==> src/rtl/alu_seq_if.sv <==
// alu_seq_if: bus bundle between the microsequencer (master) and alu_seq (slave).
// Optional flag outputs exist only when ALU_SEQ_FLAGS_EN is defined.
interface alu_seq_if #(
  parameter int WIDTH = 32
);
  logic             start;
  logic [3:0]       ALUOP;
  logic [WIDTH-1:0] op1;
  logic [WIDTH-1:0] op2;
  logic             busy;
  logic             done;
  logic [WIDTH-1:0] data;
  logic             zero;
`ifdef ALU_SEQ_FLAGS_EN
  logic             carry;
  logic             overflow;
  logic             negative;

  modport master (
    output start, ALUOP, op1, op2,
    input  busy, done, data, zero, carry, overflow, negative
  );

  modport slave (
    input  start, ALUOP, op1, op2,
    output busy, done, data, zero, carry, overflow, negative
  );
`else
  modport master (
    output start, ALUOP, op1, op2,
    input  busy, done, data, zero
  );

  modport slave (
    input  start, ALUOP, op1, op2,
    output busy, done, data, zero
  );
`endif
endinterface

==> src/rtl/alu_seq.sv <==
// alu_seq: registered multi-cycle ALU. Opcodes 0000-1001 complete in one
// cycle; shifts iterate one bit per clock; MUL is a WIDTH-step shift-add.
// Optional macro ALU_SEQ_FLAGS_EN adds registered carry/overflow/negative.
// WIDTH must be >= 4 (the A+4/A-4 constants need at least three bits plus sign).
module alu_seq #(
  parameter int WIDTH = 32
) (
  input  logic      clk,
  input  logic      reset,
  alu_seq_if.slave  bus
);

  localparam int SHAMT_W = $clog2(WIDTH);
  // One extra bit so the counter can hold WIDTH for the multiply.
  localparam int CNT_W   = SHAMT_W + 1;

  localparam logic [3:0] OP_COPY_A = 4'b0000;
  localparam logic [3:0] OP_COPY_B = 4'b0001;
  localparam logic [3:0] OP_INC_1  = 4'b0010;
  localparam logic [3:0] OP_DEC_1  = 4'b0011;
  localparam logic [3:0] OP_INC_4  = 4'b0100;
  localparam logic [3:0] OP_DEC_4  = 4'b0101;
  localparam logic [3:0] OP_ADD    = 4'b0110;
  localparam logic [3:0] OP_SUB    = 4'b0111;
  localparam logic [3:0] OP_AND    = 4'b1000;
  localparam logic [3:0] OP_OR     = 4'b1001;
  localparam logic [3:0] OP_SLL    = 4'b1010;
  localparam logic [3:0] OP_SRL    = 4'b1011;
  localparam logic [3:0] OP_SRA    = 4'b1100;
  localparam logic [3:0] OP_SLT    = 4'b1101;
  localparam logic [3:0] OP_SLTU   = 4'b1110;
  localparam logic [3:0] OP_MUL    = 4'b1111;

  typedef enum logic [1:0] {S_IDLE, S_SHIFT, S_MUL, S_DONE} state_t;

  state_t             state_q;
  logic [3:0]         op_q;
  logic [WIDTH-1:0]   acc_q, mcand_q, mplier_q;
  logic [CNT_W-1:0]   cnt_q;
  logic               busy_q, done_q, zero_q;
  logic [WIDTH-1:0]   data_q;

  logic [WIDTH-1:0]   addend_d, sum_d, result_d, shift_d, mul_d, commit_d;
  logic               cin_d, finish_d, is_shift;
  logic [SHAMT_W-1:0] shamt;
  logic [CNT_W-1:0]   cnt_dec;

  assign shamt    = bus.op2[SHAMT_W-1:0];
  assign is_shift = (bus.ALUOP == OP_SLL) || (bus.ALUOP == OP_SRL) || (bus.ALUOP == OP_SRA);
  assign cnt_dec  = cnt_q - CNT_W'(1);

  // Shared adder for INC/DEC/ADD/SUB; subtraction is A + ~B + 1.
  always_comb begin
    // NOTE: defaults first so every path assigns every output and no latch is inferred.
    addend_d = '0;
    cin_d    = 1'b0;
    unique case (bus.ALUOP)
      OP_INC_1: addend_d = WIDTH'(1);
      OP_INC_4: addend_d = WIDTH'(4);
      OP_DEC_1: begin addend_d = ~WIDTH'(1); cin_d = 1'b1; end
      OP_DEC_4: begin addend_d = ~WIDTH'(4); cin_d = 1'b1; end
      OP_ADD:   addend_d = bus.op2;
      OP_SUB:   begin addend_d = ~bus.op2; cin_d = 1'b1; end
      default:  ;
    endcase
    sum_d = bus.op1 + addend_d + WIDTH'(cin_d);
  end

  // Single-cycle result; shift ops fall through to op1 for the shamt==0 case.
  always_comb begin
    result_d = bus.op1;
    unique case (bus.ALUOP)
      OP_COPY_A: result_d = bus.op1;
      OP_COPY_B: result_d = bus.op2;
      OP_INC_1, OP_DEC_1, OP_INC_4,
      OP_DEC_4, OP_ADD, OP_SUB:
                 result_d = sum_d;
      OP_AND:    result_d = bus.op1 & bus.op2;
      OP_OR:     result_d = bus.op1 | bus.op2;
      OP_SLT:    result_d = WIDTH'($signed(bus.op1) < $signed(bus.op2));
      OP_SLTU:   result_d = WIDTH'(bus.op1 < bus.op2);
      default:   result_d = bus.op1;
    endcase
  end

  // One iteration of the shifter and of the shift-add multiplier.
  always_comb begin
    unique case (op_q)
      OP_SLL:  shift_d = acc_q << 1;
      OP_SRL:  shift_d = acc_q >> 1;
      default: shift_d = {acc_q[WIDTH-1], acc_q[WIDTH-1:1]};
    endcase
    mul_d = mplier_q[0] ? (acc_q + mcand_q) : acc_q;
  end

  // Decide whether this edge completes an operation, and with which value.
  always_comb begin
    finish_d = 1'b0;
    commit_d = mul_d;
    unique case (state_q)
      S_IDLE: begin
        finish_d = bus.start && (bus.ALUOP != OP_MUL) && !(is_shift && (shamt != '0));
        commit_d = result_d;
      end
      S_SHIFT: begin
        finish_d = (cnt_dec == '0);
        commit_d = shift_d;
      end
      S_MUL: begin
        finish_d = (cnt_dec == '0);
        commit_d = mul_d;
      end
      default: ;
    endcase
  end

`ifdef ALU_SEQ_FLAGS_EN
  logic carry_d, ovf_d, adder_op;
  logic carry_q, ovf_q;

  // Flags only come from the adder, and only on a single-cycle completion.
  always_comb begin
    adder_op = (state_q == S_IDLE) &&
               (bus.ALUOP inside {OP_INC_1, OP_DEC_1, OP_INC_4, OP_DEC_4, OP_ADD, OP_SUB});
    // Carry out of the MSB recovered from its inputs and sum bit.
    carry_d  = adder_op && ((bus.op1[WIDTH-1] & addend_d[WIDTH-1]) |
                            ((bus.op1[WIDTH-1] | addend_d[WIDTH-1]) & ~sum_d[WIDTH-1]));
    ovf_d    = adder_op && (bus.op1[WIDTH-1] == addend_d[WIDTH-1]) &&
                           (sum_d[WIDTH-1] != bus.op1[WIDTH-1]);
  end
`endif

  // Control FSM plus all registered outputs.
  always_ff @(posedge clk) begin
    // NOTE: sequential state uses non-blocking assignments so every register samples pre-edge values.
    if (reset) begin
      // NOTE: datapath registers are reset too; there is no memory array whose contents could go unreset.
      state_q  <= S_IDLE;
      op_q     <= OP_COPY_A;
      acc_q    <= '0;
      mcand_q  <= '0;
      mplier_q <= '0;
      cnt_q    <= '0;
      busy_q   <= 1'b0;
      done_q   <= 1'b0;
      data_q   <= '0;
      zero_q   <= 1'b1;
`ifdef ALU_SEQ_FLAGS_EN
      carry_q  <= 1'b0;
      ovf_q    <= 1'b0;
`endif
    end else begin
      done_q <= 1'b0;
      unique case (state_q)
        S_IDLE: begin
          if (bus.start) begin
            op_q <= bus.ALUOP;
            if (bus.ALUOP == OP_MUL) begin
              acc_q    <= '0;
              mcand_q  <= bus.op1;
              mplier_q <= bus.op2;
              cnt_q    <= CNT_W'(WIDTH);
              busy_q   <= 1'b1;
              state_q  <= S_MUL;
            end else if (is_shift && (shamt != '0)) begin
              acc_q    <= bus.op1;
              cnt_q    <= {1'b0, shamt};
              busy_q   <= 1'b1;
              state_q  <= S_SHIFT;
            end
          end
        end
        S_SHIFT: begin
          acc_q <= shift_d;
          cnt_q <= cnt_dec;
        end
        S_MUL: begin
          acc_q    <= mul_d;
          mcand_q  <= mcand_q << 1;
          mplier_q <= mplier_q >> 1;
          cnt_q    <= cnt_dec;
        end
        S_DONE:  state_q <= S_IDLE;
        default: state_q <= S_IDLE;
      endcase

      // Completion overrides the state/busy updates above.
      if (finish_d) begin
        state_q <= S_DONE;
        busy_q  <= 1'b0;
        done_q  <= 1'b1;
        data_q  <= commit_d;
        zero_q  <= (commit_d == '0);
`ifdef ALU_SEQ_FLAGS_EN
        carry_q <= carry_d;
        ovf_q   <= ovf_d;
`endif
      end
    end
  end

  assign bus.busy = busy_q;
  assign bus.done = done_q;
  assign bus.data = data_q;
  assign bus.zero = zero_q;
`ifdef ALU_SEQ_FLAGS_EN
  assign bus.carry    = carry_q;
  assign bus.overflow = ovf_q;
  assign bus.negative = data_q[WIDTH-1];
`endif

endmodule

==> src/flat_wrapper.sv <==
// flat-port wrapper written by rule: the top's interface ports become plain ports
module alu_seq_flat 
#(
  parameter int WIDTH = 32
)
  (clk, reset, bus_start, bus_ALUOP, bus_op1, bus_op2, bus_busy, bus_done, bus_data, bus_zero);
  alu_seq_if #(.WIDTH(WIDTH)) bus_i ();
  input  logic clk;
  input  logic reset;
  input wire logic [$bits(bus_i.start)-1:0] bus_start;
  input wire logic [$bits(bus_i.ALUOP)-1:0] bus_ALUOP;
  input wire logic [$bits(bus_i.op1)-1:0] bus_op1;
  input wire logic [$bits(bus_i.op2)-1:0] bus_op2;
  output wire logic [$bits(bus_i.busy)-1:0] bus_busy;
  output wire logic [$bits(bus_i.done)-1:0] bus_done;
  output wire logic [$bits(bus_i.data)-1:0] bus_data;
  output wire logic [$bits(bus_i.zero)-1:0] bus_zero;
  assign bus_i.start = bus_start;
  assign bus_i.ALUOP = bus_ALUOP;
  assign bus_i.op1 = bus_op1;
  assign bus_i.op2 = bus_op2;
  assign bus_busy = bus_i.busy;
  assign bus_done = bus_i.done;
  assign bus_data = bus_i.data;
  assign bus_zero = bus_i.zero;
  alu_seq #(.WIDTH(WIDTH)) u_core (.clk(clk), .reset(reset), .bus(bus_i));
endmodule
==> config.mk <==
export PLATFORM = sky130hd
export DESIGN_NAME = alu_seq_flat
export DESIGN_NICKNAME = d
export VERILOG_FILES = /design/src/rtl/alu_seq_if.sv /design/src/rtl/alu_seq.sv /design/src/flat_wrapper.sv
export SDC_FILE = /design/constraint.sdc
export NUM_CORES = 1
export LEC_CHECK = 0
export ABC_AREA = 1
export CORE_MARGIN = 5
export CORE_UTILIZATION = 25
export DETAILED_ROUTE_END_ITERATION = 6
export PLACE_DENSITY = 0.43
export SETUP_SLACK_MARGIN = 0.05
export SYNTH_ARGS = -nofsm -noshare
export SYNTH_HDL_FRONTEND = slang
export SYNTH_SLANG_ARGS = --single-unit
export TNS_END_PERCENT = 5
==> constraint.sdc <==
create_clock -name clk -period 3.9 [get_ports clk]
set_input_delay 0.78 -clock clk [delete_from_list [all_inputs] [get_ports clk]]
set_output_delay 0.78 -clock clk [all_outputs]
set_load 0.02 [all_outputs]
==> results.ini <==
[detailed_routing]
routedWlPerCell_um=19.6
post-route-drc-count=6
drtIter0Drc=1283
routed_via_density=4.99
via_count=18100
drt-total-wl_um=71400
ant_nets=0
dr.pass1.iters=7

[timing]
setup-tns-final_ns=0
fmax_mhz=271
layout_min_cycle_time_ns=3.69
tightest_slew_ns=1.00
hold_viol_final=0
slew_violations=0
finalSetupViolations=0
worst_clock_skew_ns=0.00955
relSlewSlack_pct=33.1
holdWs_ns=0.462
fin_crit_sh_pct=94.6
rsz0062_at_grt=no

[synth]
syn_area_per_cell_um2=5.93
yosysWarnings=0
synth.most_common_cell=nand2_1
ys_ff_latch=143
syn_nets=2768
yosysUniqueCellTypes=49
ys_seq_area_share_pct=19.0
synth_common_cells=nand2_1 (759), inv_1 (324), o21ai_0 (210)
netlist_area_mm2=0.0150
async_reset_ff_share_pct=0
synth-edff-count=0
synth_top_area_cell=dfxtp_1
ys.flop_type=dfxtp_1
ys_top_cells_by_area=dfxtp_1 (19%), nand2_1 (19%), ha_1 (13%)
netlist.area_leader.share_pct=19.0
synth_cells=2534

[power_and_ir_drop]
power_frac_seq_pct=22.0
clock_power_share_pct=16.1
combPwrFrac_pct=61.9
switching_share_pct=49.8
internal-power_mw=5.50
p_switching_mw=5.46
power_density_mw_per_mm2=549
leakage_nw=9.57
peakVddDrop_uv=386

[die]
ioPinCount=106
fp.dieW_um=255
die_h_um=255
coreArea_mm2=0.0592
initial_core_util_pct=25.4
rows=89
die-area_mm2=0.0651

[clock_network]
cts_buffers=17
worstSkewPairLatency_ns=0.47
clockRootBuffer=clkbuf_16
cts.sinks=143
cts.clk_slew.worst_paths_ns=0.07
tritoncts=built
h-tree-depth=4
clock_path_buffers=2

[worst_setup_path]
critPathMaxStageDelay_ns=0.41
path_buf_inv=4
critPathCaptureType=flop
cpMaxStageDelayCell=fa_2
arrival_ns=4.09
crit_required_ns=4.30
cp_top_family=simple AND/OR/NAND/NOR gates
setup.worst_path.start_class=input port
path_class=input port to flop
path_cells=dlygate4sd2_1 -> buf_12 -> buf_8 -> a211o_1 -> fa_2 -> fa_2 -> nand3_2 -> nand3_4 -> nand2_2 -> nand2_2 -> nand2_2 -> nand2_4 -> buf_6 -> or2_2 -> nand3_2 -> a31oi_1 -> nor2_1 -> nand2_1 -> nor2_1 -> nand2_1 -> nor2_1 -> nand3_1 -> nand3_1
path_max_fanout=6

[grt]
grt_max_degree=55
grt.total_usage_pct=21.4
grt.overflow.total=0
antenna_found_initial=1
grt_pass1_wl_um=107000
grt_pass1_vias=17600

[layout]
stdcell_area_mm2=0.0200
seqCellArea_mm2=0.00286
multiInputGateArea_mm2=0.0108
final_util_pct=33.7
num-nets-final=3081
syn_to_final_growth_pct=32.9
drive_gt1_share_pct=15.6
num-fill-cells=6595

[status]
violations=DRC
status=finished, violations left

[placement]
place_congestion=0.916
numPortBuffers=105
dp.final_hpwl_um=57800
dpl_cell_area_mm2=0.0189

[job]
drv_cap=0

[min_path]
hold_class=flop to flop

[worst register-to-register path, cell delays in order (launching register included)]
cell and delay (ns):
dfxtp_1 0.38, ha_1 0.43, nand2_1 0.12, nor2_1 0.18
inv_1 0.14, nor3_1 0.44, nand3_1 0.26, nand3_1 0.15
nand3_1 0.14, nand2_1 0.15, nor2_1 0.07, nor2_2 0.11
nand2_1 0.06, nor2_1 0.11, nand2_1 0.09, nor2_2 0.13
nand3_1 0.09, nand3_1 0.06
[layer usage]
metal / vias up / part of all wire, % / global-route usage, %
li1: 9018 / - / -
met5: - / 0 / 0
met2: 449 / 47 / 36.0
met1: 8565 / 46 / 29.1
met3: 88 / 4.0 / 2.02
met4: 0 / 2.9 / 6.67
[cell type report]
cell class | count | share of cell area (%)
Inverter | 329 | 6.19
Clock buffer | 20 | 2.29
Clock inverter | 12 | 0.733
Antenna cell | 1 | 0.0125
Multi-Input combinational cell | 1951 | 53.9
Timing Repair Buffer | 405 | 17.7
Tap cell | 773 | 4.84
Sequential cell | 143 | 14.3
[through the flow]
| stage | total power, mW | instances | worst slack [ns] |
|---|---|---|---|
| 2_1_floorplan | 6.10 | 2534 | 0.155 |
| 3_3_place_gp | 8.97 | 3584 | -0.890 |
| 3_5_place_dp | 9.00 | 3584 | -0.948 |
| 4_1_cts | 10.9 | 3619 | 0.0877 |
| 5_1_grt | 11.8 | 3633 | 0.0245 |
| 6_report | 11.0 | 3634 | 0.211 |
[power groups by stage]
stage | logic (mW) | registers (mW) | clock network, mW
detailed placement | 6.57 | 2.43 | 0
CTS | 6.67 | 2.40 | 1.82
global route | 7.49 | 2.47 | 1.85
global placement | 6.55 | 2.43 | 0
finish | 6.79 | 2.41 | 1.76
floorplan | 3.74 | 2.36 | 0
[timing repair]
item / in CTS / in global routing
cloned: 0 / 2
hold buffers: 0 / 0
buffers inserted: 3 / 12
gates resized for setup: 35 / 74
pin swaps: 10 / 32
endpoints found under the setup margin: 15 / 12
[cell families after synthesis]
group | synth area share (%)
flip-flops | 19.0
XOR/XNOR | 0.874
AND/OR/NAND/NOR | 31.1
adder cells (fa/ha/maj) | 13.7
buffers and inverters | 11.3
AO/OA/AOI/OAI | 23.9
[sequential cells by signal, indices dropped and copies added (netlist names)]
name	flops
u_core.cnt_q	6
u_core.state_q	2
u_core.acc_q	32
u_core.bus.zero	1
u_core.op_q	4
u_core.mcand_q	32
u_core.mplier_q	32
u_core.bus.busy	1
u_core.bus.data	32
u_core.bus.done	1
[cells in the final DEF (no fill, tap or decap), types with 17 or more instances in the layout]
cell type / n
o211ai_1: 72
buf_4: 278
o21ai_0: 205
nand3_1: 153
nand2_1: 743
o22ai_1: 20
a21oi_1: 175
dfxtp_1: 143
a31oi_1: 72
ha_1: 156
a21oi_2: 17
nand2_2: 18
inv_1: 321
clkbuf_16: 19
nor2_2: 26
clkdlybuf4s50_1: 99
nor2_1: 141
[final timing paths]
| check | depth (start not counted) | slack [ns] | end | startpoint |
|---|---|---|---|---|
| max reg2reg | 17 | 0.74 | u_core.bus.zero$_SDFFE_PP1P_ | u_core.acc_q[22]$_SDFFE_PP0P_ |
| max | 23 | 0.21 | u_core.bus.zero$_SDFFE_PP1P_ | bus_op2[0] |
| min | 2 | 0.46 | u_core.bus.data[9]$_SDFFE_PP0P_ | u_core.bus.data[9]$_SDFFE_PP0P_ |
| min reg2reg | 2 | 0.46 | u_core.bus.data[9]$_SDFFE_PP0P_ | u_core.bus.data[9]$_SDFFE_PP0P_ |
(Power assumes the default switching activity.)
